<file path="src/rtl/hdlc_rx_deframer_if.sv">
// HDLC receive deframer signal bundle: serial line in, frame status and bytes out.
interface hdlc_rx_deframer_if;
   logic       Rx;
   logic       RxEN;
   logic       Rx_FlagDetect;
   logic       Rx_AbortDetect;
   logic       Rx_ValidFrame;
   logic [7:0] Rx_Data;
   logic       Rx_NewByte;
   logic       Rx_EoF;
   logic       Rx_FrameError;
   logic [7:0] Rx_FrameSize;

   // Line driver side
   modport master (
      output Rx, RxEN,
      input  Rx_FlagDetect, Rx_AbortDetect, Rx_ValidFrame, Rx_Data, Rx_NewByte,
      input  Rx_EoF, Rx_FrameError, Rx_FrameSize
   );

   // Deframer side
   modport slave (
      input  Rx, RxEN,
      output Rx_FlagDetect, Rx_AbortDetect, Rx_ValidFrame, Rx_Data, Rx_NewByte,
      output Rx_EoF, Rx_FrameError, Rx_FrameSize
   );
endinterface

</file>
<file path="src/rtl/hdlc_rx_deframer.sv">
// HDLC receive front end: flag/abort detection on an 8-bit raw window, zero-bit
// destuffing of the bits leaving the window, LSB-first byte assembly and
// end-of-frame status with byte count.
module hdlc_rx_deframer #(
   parameter int unsigned MAX_BYTES = 128
) (
   input logic                 Clk,
   input logic                 Rst,
   hdlc_rx_deframer_if.slave   rxIf
);

   localparam logic [7:0] FlagPattern = 8'h7E;
   localparam logic [7:0] MaxBytes    = 8'(MAX_BYTES);

   typedef enum logic [1:0] {StIdle, StHunt, StFrame} state_e;

   state_e     state_q, state_d;
   logic [7:0] win_q, win_d;            // win_q[7] is the newest bit
   logic [3:0] flushCnt_q, flushCnt_d;  // exiting bits still belonging to a flag
   logic [2:0] onesCnt_q, onesCnt_d;
   logic [2:0] bitCnt_q, bitCnt_d;
   logic [6:0] shreg_q, shreg_d;
   logic [7:0] byteCnt_q, byteCnt_d;
   logic [7:0] data_q, data_d;
   logic [7:0] frameSize_q, frameSize_d;
   logic       flagDet_q, flagDet_d;
   logic       abortDet_q, abortDet_d;
   logic       newByte_q, newByte_d;
   logic       eof_q, eof_d;
   logic       frameErr_q, frameErr_d;

   logic [7:0] winNext;
   logic       bitOut;
   logic       isFlag;
   logic       isAbort;
   logic       overflow;
   logic       openFrame;

   // Next-state: window shift, destuffing, byte assembly and frame status
   always_comb begin
      state_d     = state_q;
      win_d       = win_q;
      flushCnt_d  = flushCnt_q;
      onesCnt_d   = onesCnt_q;
      bitCnt_d    = bitCnt_q;
      shreg_d     = shreg_q;
      byteCnt_d   = byteCnt_q;
      data_d      = data_q;
      frameSize_d = frameSize_q;
      flagDet_d   = 1'b0;
      abortDet_d  = 1'b0;
      newByte_d   = 1'b0;
      eof_d       = 1'b0;
      frameErr_d  = 1'b0;
      winNext     = {rxIf.Rx, win_q[7:1]};
      bitOut      = win_q[0];
      isFlag      = (winNext == FlagPattern);
      isAbort     = &winNext[7:1];
      overflow    = 1'b0;
      openFrame   = 1'b0;

      if (rxIf.RxEN) begin
         win_d = winNext;
         if (flushCnt_q != 4'd0) begin
            flushCnt_d = flushCnt_q - 4'd1;
         end
         unique case (state_q)
            StFrame: begin
               if (isAbort) begin
                  abortDet_d = 1'b1;
                  state_d    = StHunt;
                  bitCnt_d   = 3'd0;
                  byteCnt_d  = 8'd0;
                  onesCnt_d  = 3'd0;
               end else begin
                  if (flushCnt_q == 4'd0) begin
                     if (onesCnt_q == 3'd5 && !bitOut) begin
                        // stuffed zero
                        onesCnt_d = 3'd0;
                     end else begin
                        shreg_d = {bitOut, shreg_q[6:1]};
                        if (!bitOut) begin
                           onesCnt_d = 3'd0;
                        end else if (onesCnt_q != 3'd7) begin
                           onesCnt_d = onesCnt_q + 3'd1;
                        end
                        if (bitCnt_q == 3'd7) begin
                           bitCnt_d = 3'd0;
                           if (byteCnt_q == MaxBytes) begin
                              overflow = 1'b1;
                           end else begin
                              data_d    = {bitOut, shreg_q};
                              newByte_d = 1'b1;
                              byteCnt_d = byteCnt_q + 8'd1;
                           end
                        end else begin
                           bitCnt_d = bitCnt_q + 3'd1;
                        end
                     end
                  end
                  if (overflow) begin
                     frameErr_d = 1'b1;
                     state_d    = StHunt;
                     byteCnt_d  = 8'd0;
                     onesCnt_d  = 3'd0;
                  end
                  if (isFlag) begin
                     // counts here already include a byte finishing on this bit
                     if (!overflow) begin
                        if (bitCnt_d != 3'd0 || (byteCnt_d != 8'd0 && byteCnt_d < 8'd2)) begin
                           frameErr_d = 1'b1;
                        end else if (byteCnt_d != 8'd0) begin
                           eof_d       = 1'b1;
                           frameSize_d = byteCnt_d;
                        end
                     end
                     openFrame = 1'b1;
                  end
               end
            end
            default: begin
               if (isFlag) begin
                  openFrame = 1'b1;
               end
            end
         endcase
         if (openFrame) begin
            flagDet_d  = 1'b1;
            flushCnt_d = 4'd8;
            onesCnt_d  = 3'd0;
            bitCnt_d   = 3'd0;
            byteCnt_d  = 8'd0;
            state_d    = StFrame;
         end
      end
   end

   // State and output registers
   always_ff @(posedge Clk or negedge Rst) begin
      if (!Rst) begin
         state_q     <= StIdle;
         win_q       <= 8'd0;
         flushCnt_q  <= 4'd0;
         onesCnt_q   <= 3'd0;
         bitCnt_q    <= 3'd0;
         shreg_q     <= 7'd0;
         byteCnt_q   <= 8'd0;
         data_q      <= 8'd0;
         frameSize_q <= 8'd0;
         flagDet_q   <= 1'b0;
         abortDet_q  <= 1'b0;
         newByte_q   <= 1'b0;
         eof_q       <= 1'b0;
         frameErr_q  <= 1'b0;
      end else begin
         state_q     <= state_d;
         win_q       <= win_d;
         flushCnt_q  <= flushCnt_d;
         onesCnt_q   <= onesCnt_d;
         bitCnt_q    <= bitCnt_d;
         shreg_q     <= shreg_d;
         byteCnt_q   <= byteCnt_d;
         data_q      <= data_d;
         frameSize_q <= frameSize_d;
         flagDet_q   <= flagDet_d;
         abortDet_q  <= abortDet_d;
         newByte_q   <= newByte_d;
         eof_q       <= eof_d;
         frameErr_q  <= frameErr_d;
      end
   end

   assign rxIf.Rx_FlagDetect  = flagDet_q;
   assign rxIf.Rx_AbortDetect = abortDet_q;
   assign rxIf.Rx_ValidFrame  = (state_q == StFrame);
   assign rxIf.Rx_Data        = data_q;
   assign rxIf.Rx_NewByte     = newByte_q;
   assign rxIf.Rx_EoF         = eof_q;
   assign rxIf.Rx_FrameError  = frameErr_q;
   assign rxIf.Rx_FrameSize   = frameSize_q;

endmodule

</file>
<file path="src/flat_wrapper.sv">
// flat-port wrapper written by rule: the top's interface ports become plain ports
module hdlc_rx_deframer_flat 
#(
   parameter int unsigned MAX_BYTES = 128
)
  (Clk, Rst, rxIf_Rx, rxIf_RxEN, rxIf_Rx_FlagDetect, rxIf_Rx_AbortDetect, rxIf_Rx_ValidFrame, rxIf_Rx_Data, rxIf_Rx_NewByte, rxIf_Rx_EoF, rxIf_Rx_FrameError, rxIf_Rx_FrameSize);
  hdlc_rx_deframer_if rxIf_i ();
  input logic Clk;
  input logic Rst;
  input wire logic [$bits(rxIf_i.Rx)-1:0] rxIf_Rx;
  input wire logic [$bits(rxIf_i.RxEN)-1:0] rxIf_RxEN;
  output wire logic [$bits(rxIf_i.Rx_FlagDetect)-1:0] rxIf_Rx_FlagDetect;
  output wire logic [$bits(rxIf_i.Rx_AbortDetect)-1:0] rxIf_Rx_AbortDetect;
  output wire logic [$bits(rxIf_i.Rx_ValidFrame)-1:0] rxIf_Rx_ValidFrame;
  output wire logic [$bits(rxIf_i.Rx_Data)-1:0] rxIf_Rx_Data;
  output wire logic [$bits(rxIf_i.Rx_NewByte)-1:0] rxIf_Rx_NewByte;
  output wire logic [$bits(rxIf_i.Rx_EoF)-1:0] rxIf_Rx_EoF;
  output wire logic [$bits(rxIf_i.Rx_FrameError)-1:0] rxIf_Rx_FrameError;
  output wire logic [$bits(rxIf_i.Rx_FrameSize)-1:0] rxIf_Rx_FrameSize;
  assign rxIf_i.Rx = rxIf_Rx;
  assign rxIf_i.RxEN = rxIf_RxEN;
  assign rxIf_Rx_FlagDetect = rxIf_i.Rx_FlagDetect;
  assign rxIf_Rx_AbortDetect = rxIf_i.Rx_AbortDetect;
  assign rxIf_Rx_ValidFrame = rxIf_i.Rx_ValidFrame;
  assign rxIf_Rx_Data = rxIf_i.Rx_Data;
  assign rxIf_Rx_NewByte = rxIf_i.Rx_NewByte;
  assign rxIf_Rx_EoF = rxIf_i.Rx_EoF;
  assign rxIf_Rx_FrameError = rxIf_i.Rx_FrameError;
  assign rxIf_Rx_FrameSize = rxIf_i.Rx_FrameSize;
  hdlc_rx_deframer #(.MAX_BYTES(MAX_BYTES)) u_core (.Clk(Clk), .Rst(Rst), .rxIf(rxIf_i));
endmodule
</file>
<file path="config.mk">
export PLATFORM = sky130hd
export DESIGN_NAME = hdlc_rx_deframer_flat
export DESIGN_NICKNAME = d
export VERILOG_FILES = /design/src/rtl/hdlc_rx_deframer_if.sv /design/src/rtl/hdlc_rx_deframer.sv /design/src/flat_wrapper.sv
export SDC_FILE = /design/constraint.sdc
export NUM_CORES = 1
export LEC_CHECK = 0
export ABC_CLOCK_PERIOD_IN_PS = 3700
export CAP_MARGIN = 20
export CORE_MARGIN = 3
export CORE_UTILIZATION = 61
export DETAILED_ROUTE_END_ITERATION = 10
export PLACE_DENSITY = 0.87
export SETUP_SLACK_MARGIN = 0.15
export SLEW_MARGIN = 20
export SYNTH_ARGS = -nofsm -noshare
export SYNTH_HDL_FRONTEND = slang
export SYNTH_SLANG_ARGS = --single-unit
</file>
<file path="constraint.sdc">
create_clock -name Clk -period 3.7 [get_ports Clk]
set_input_delay 0.74 -clock Clk [delete_from_list [all_inputs] [get_ports Clk]]
set_output_delay 0.74 -clock Clk [all_outputs]
set_load 0.05 [all_outputs]
</file>
==> results of run 1 <==
cell usage after synthesis, types with 5 or more instances:
cell and n:
nand3_1 5, nand4_1 7, o21ai_0 15, mux2_2 26, nor3_1 7, nor2_1 17
dfrtp_1 56, xnor2_1 5, a21oi_1 5, clkbuf_1 5, inv_1 17, ha_1 9
nand2_1 19
cell families (layout without fill, tap and decap cells):
group	Yosys count	count (layout)	share of synthesized area [%]
compound gates	48	48	12.57
xor+xnor	7	7	2.161
fa+ha+maj	9	9	3.970
buf+inv	25	53	3.352
flops	56	56	49.40
mux	33	33	13.50
simple gates	79	79	15.04
final timing paths:
path | startpoint | endpoint | slack [ns] | cells after the start
worst max register to register | u_core.bitCnt_q[0] | u_core.rxIf.Rx_FrameSize[0] | 0.89 | 7
max in group asynchronous | Rst | u_core.rxIf.Rx_Data[7] | 2.49 | 2
worst min register to register | u_core.rxIf.Rx_Data[0] | u_core.rxIf.Rx_Data[0] | 0.51 | 1
worst max-delay path | rxIf_Rx | u_core.rxIf.Rx_FrameSize[0] | 0.65 | 6
min in group Clk | u_core.rxIf.Rx_Data[0] | u_core.rxIf.Rx_Data[0] | 0.51 | 1
worst min-delay path | Rst | u_core.rxIf.Rx_FrameSize[1] | 0.41 | 1
area by class of cell:
| type | count | share of cell area, % |
|---|---|---|
| Sequential cell | 56 | 43.39 |
| Tap cell | 52 | 2.015 |
| Multi-Input combinational cell | 176 | 41.50 |
| Inverter | 17 | 1.976 |
| Timing Repair Buffer | 28 | 8.291 |
| Clock inverter | 3 | 0.6974 |
| Clock buffer | 5 | 2.131 |
routing by layer:
metal  wire length [um]  vias up  track usage (%)
met4                131        0            9.457
li1                   -      984                -
met1               2426     1040            27.34
met2               2728       51            38.68
met5                  0        -                0
met3                219       14            5.000
registers in the layout, summed over array words and instances (netlist names), 2 cells and up:
| name | cells |
|---|---|
| u_core.bitCnt_q | 3 |
| u_core.byteCnt_q | 8 |
| u_core.flushCnt_q | 4 |
| u_core.onesCnt_q | 3 |
| u_core.rxIf.Rx_Data | 8 |
| u_core.rxIf.Rx_FrameSize | 8 |
| u_core.shreg_q | 7 |
| u_core.state_q | 2 |
| u_core.win_q | 8 |
power by group:
| part | internal, mW | switching, mW |
|---|---|---|
| registers | 0.686 | 0.0786 |
| clock network | 0.136 | 0.200 |
| logic | 0.136 | 0.163 |
cell usage in the layout, fill, tap and decap left out, types with 3 or more instances in the layout:
master           Yosys  routed
a21oi_1              5       5
a31oi_1              4       4
a41oi_1              3       3
buf_4                0       3
clkbuf_8             0       5
clkdlybuf4s50_1      0      24
dfrtp_1             56      56
ha_1                 9       9
inv_1               17      17
mux2_2              26      26
mux2_4               4       4
mux2i_1              3       3
nand2_1             19      19
nand2b_1             3       3
nand3_1              5       5
nand3b_1             4       4
nand4_1              7       7
nor2_1              17      17
nor3_1               7       7
nor4_1               4       4
o21ai_0             15      15
o22ai_1              4       4
xnor2_1              5       5
metrics by stage:
step	cells	setup WS, ns	instance area (um^2)	power, mW	hold WS [ns]
floorplan	257	1.160	2836	0.9846	0.4444
global placement	329	0.4824	3138	1.054	0.4868
detailed placement	329	0.3905	3138	1.075	0.4927
CTS	337	0.7465	3229	1.414	0.4294
global route	337	0.5793	3229	1.493	0.4310
finish	337	0.6463	3229	1.400	0.4092
==> results.json, run 1 <==
{
  "ys_warn_count": 0,
  "netlist_area_mm2": 0.002836,
  "detail_route.vias_per_cell": 6.199,
  "syn2layout_area_growth_pct": 13.85,
  "p_leak_nw": 1.455,
  "port-buffer-count": 25,
  "rows": 24,
  "powerDensity_mw_per_mm2": 433.5,
  "relSlewSlack_pct": 38.44,
  "antenna_found_initial": 0,
  "ys.flop_type": "dfrtp_1",
  "async_flop_share_pct": 100.0,
  "end_kind": "flop",
  "fmax_ghz": 0.3275,
  "synth.area.top_cells": "dfrtp_1, mux2_2, ha_1",
  "critical_path.max_stage_delay_ns": 0.56,
  "synth_cell_type_count": 50,
  "post_cts_resized": 0,
  "critPathArrivalTime_ns": 3.26,
  "overflow": 0,
  "clk_latency_ns": 0.31,
  "boundaryPins": 26,
  "tightest_slew_ns": 0.9138,
  "synth_fp_nets": 270,
  "regArea_mm2": 0.001401,
  "criticalPathCategory": "in -> reg",
  "rsz0062_at_grt": "no",
  "hold_violations": 0,
  "setup_tns_ns": 0,
  "vias": 2089,
  "skew_ns": 0.004618,
  "fin_crit_sh_pct": 82.53,
  "drt_pass1_iterations": 5,
  "cp_top_family": "simple AND/OR/NAND/NOR gates",
  "gp_congestion": 0.9151,
  "place_hpwl_um": 3998,
  "finalNetCount": 297,
  "cts_sinks": 56,
  "cp_slowest_cell": "nor4_1",
  "cts_buffers": 5,
  "outcome": "complete, no violations",
  "antenna_left": 0,
  "diodes": 0,
  "fillCellCount": 332,
  "drive_gt1_share_pct": 17.89,
  "maxSlewViolCount": 0,
  "die_h_um": 74.19,
  "grt_pass1_wl_um": 9404,
  "path_cells": "clkdlybuf4s50_1 > or2_2 > nor4_1 > o211ai_2 > a41oi_4 > mux2_4",
  "min_path_type": "in -> async",
  "ys_ff_latch": 56,
  "setup_viol": 0,
  "die_area_mm2": 0.005504,
  "avgSynthCellArea_um2": 11.04,
  "yosys.area.top_type_share_pct": 49.40,
  "drcViolationCount": 0,
  "post-synth-top-area-cell": "dfrtp_1",
  "start_util_pct": 64.26,
  "final_util_pct": 73.16,
  "die_width_um": 74.19,
  "ir_worst_vdd_mv": 0.2928,
  "critical_path.max_fanout": 9,
  "required_ns": 3.91,
  "cts_tree": "built",
  "grt_max_degree": 33,
  "avgRoutedWirePerCell_um": 16.34,
  "placeableCoreArea_mm2": 0.004414,
  "cts_setup_buffers": 0,
  "synth-edff-count": 0,
  "path_clk_slew_ns": 0.10,
  "h-tree-depth": 2,
  "multi_input_area_mm2": 0.001340,
  "clock-root-buffer": "clkbuf_8",
  "fin_crit_ns": 3.054,
  "hold_buffers": 0,
  "totalWireLength_um": 5506,
  "clockBufferDepth": 2,
  "critPathBufInv": 1,
  "gr-usage-all-layers_pct": 22.52,
  "drtIter0Drc": 187,
  "maxCapViolCount": 0,
  "critPathLaunchType": "primary input",
  "syn_inst": 257,
  "seq_area_frac_synth_pct": 49.40,
  "grt_pass1_vias": 2053
}
No activity file was read; power rests on OpenSTA's default activity.
==> run 2: changes to the inputs <==
Settings changed: ABC_CLOCK_PERIOD_IN_PS 3700 to 2900, CORE_UTILIZATION 61 to 57, PLACE_DENSITY 0.87 to 0.82.
Clock period 3.7 ns to 2.9 ns, I/O delays scaled along.
==> run 2 against run 1 <==
  * Combinational power increased by 33%
  * Via count shrank 0.24%
  * Core utilization fell by 3.6 points
  * Sequential power grew 27%
  * Clock skew grew 0.0026 ns
  * Cell area rose by 2.4%
  * Count of clock-buffer cells in the layout rose by 2
  * Die area grew 6.4%
  * Global-route usage is 2.8 points lower
  * Non-clock buffer count grew 7
==> results.json, run 2 (synthesis gave the netlist of run 1 again) <==
{
  "cts_sinks": 56,
  "boundaryPins": 26,
  "diodes": 0,
  "final_area_mm2": 0.003307,
  "required_ns": 3.10,
  "drtIter0Drc": 177,
  "antenna_found_initial": 0,
  "clockBufferDepth": 2,
  "final_common_cell": "dfrtp_1",
  "gr-usage-all-layers_pct": 19.72,
  "relSlewSlack_pct": 39.25,
  "syn2layout_area_growth_pct": 16.59,
  "outcome": "complete, no violations",
  "p_leak_nw": 1.483,
  "critPathLaunchType": "flop",
  "die_h_um": 76.54,
  "path_clk_slew_ns": 0.10,
  "critical_path.max_fanout": 7,
  "power_mw": 1.810,
  "gp_congestion": 0.9101,
  "cpMostUsedCell": "mux2_4",
  "hold_buffers": 0,
  "overflow": 0,
  "fin_crit_sh_pct": 90.24,
  "fmax_ghz": 0.3821,
  "multi_input_area_mm2": 0.001344,
  "min_path_type": "in -> async",
  "critPathArrivalTime_ns": 2.82,
  "placedCellCount": 350,
  "maxCapViolCount": 0,
  "end_kind": "flop",
  "totalWireLength_um": 5401,
  "setup_tns_ns": 0,
  "detail_route.vias_per_cell": 5.805,
  "start_util_pct": 59.66,
  "skew_ns": 0.007212,
  "avgRoutedWirePerCell_um": 15.04,
  "placed_area_mm2": 0.003202,
  "instances_no_fill": 359,
  "vias": 2084,
  "fillCellCount": 371,
  "die_area_mm2": 0.005858,
  "drt_pass1_iterations": 4,
  "antenna_left": 0,
  "rsz0062_at_grt": "no",
  "rows": 25,
  "drcViolationCount": 0,
  "drive_gt1_share_pct": 19.86,
  "criticalPathCategory": "reg -> reg",
  "hold_violations": 0,
  "finalNetCount": 304,
  "cp_slowest_cell": "or4_4",
  "port-buffer-count": 25,
  "grt_pass1_wl_um": 9390,
  "placeableCoreArea_mm2": 0.004755,
  "path_cells": "ha_1 > ha_2 > nand4bb_1 > or4_4 > mux2_4 > a41oi_4 > mux2_4",
  "die_width_um": 76.54,
  "maxSlewViolCount": 0,
  "grt_pass1_vias": 2060,
  "tightest_slew_ns": 0.9017,
  "fin_crit_ns": 2.617,
  "clock-root-buffer": "clkbuf_8",
  "place_hpwl_um": 3982,
  "powerDensity_mw_per_mm2": 547.2,
  "grt_max_degree": 57,
  "h-tree-depth": 2,
  "critical_path.max_stage_delay_ns": 0.53,
  "final_cell_mix": "dfrtp_1, mux2_2, clkdlybuf4s50_1",
  "clk_latency_ns": 0.31,
  "cts_buffers": 5,
  "cts_tree": "built",
  "setup_viol": 0,
  "ir_worst_vdd_mv": 0.4234,
  "regArea_mm2": 0.001401
}
-- run 2: per-layer routing --
metal  share of wire [%]  vias up  track usage [%]
li1                    -     1008                -
met4                 1.2        0            5.435
met5                   0        -                0
met2                  47       55            32.07
met3                 3.6        8            3.783
met1                  48     1013            27.15
-- run 2: repair_timing --
action,in CTS,in global routing
endpoints found under the setup margin,0,6
resized for setup,0,3
buffers inserted,0,1
-- run 2: cell type report --
cell class	count	area share [%]
Tap cell	67	2.535
Multi-Input combinational cell	176	40.64
Sequential cell	56	42.38
Clock buffer	7	2.611
Inverter	17	1.930
Clock inverter	1	0.2270
Timing Repair Buffer	35	9.686
-- run 2: metrics by stage --
stage	hold slack [ns]	setup slack [ns]	utilization, %
floorplan	0.2844	0.3600	-
global placement	0.4878	0.2611	67.34
detailed placement	0.4947	0.1975	67.34
CTS	0.4171	0.1866	69.32
global route	0.4484	0.1576	69.55
finish	0.3821	0.2831	69.55
-- run 2: worst paths after layout --
path                                         from  cells after the start  slack (ns)                           to
max reg2reg                    u_core.bitCnt_q[0]                      7        0.28  u_core.rxIf.Rx_FrameSize[3]
max                            u_core.bitCnt_q[0]                      7        0.28  u_core.rxIf.Rx_FrameSize[3]
max in group asynchronous                     Rst                      2        2.05  u_core.rxIf.Rx_FrameSize[4]
min reg2reg                u_core.rxIf.Rx_Data[5]                      1        0.51       u_core.rxIf.Rx_Data[5]
min                                           Rst                      2        0.38  u_core.rxIf.Rx_FrameSize[3]
min in group Clk           u_core.rxIf.Rx_Data[5]                      1        0.51       u_core.rxIf.Rx_Data[5]
-- run 2: worst max-delay path, delay by kind of cell, from the launching register on --
family | cells | cell delay (ns)
flip-flops | 1 | 0.43
multiplexers | 2 | 0.68
adder cells (fa/ha/maj) | 2 | 0.40
AO/OA/AOI/OAI | 1 | 0.29
AND/OR/NAND/NOR | 2 | 0.71
-- run 2: where the power goes --
| part | leakage [nW] | switching, mW | internal [mW] |
|---|---|---|---|
| clock | 0.0445 | 0.243 | 0.195 |
| sequential | 0.719 | 0.0978 | 0.876 |
| combinational | 0.720 | 0.218 | 0.181 |
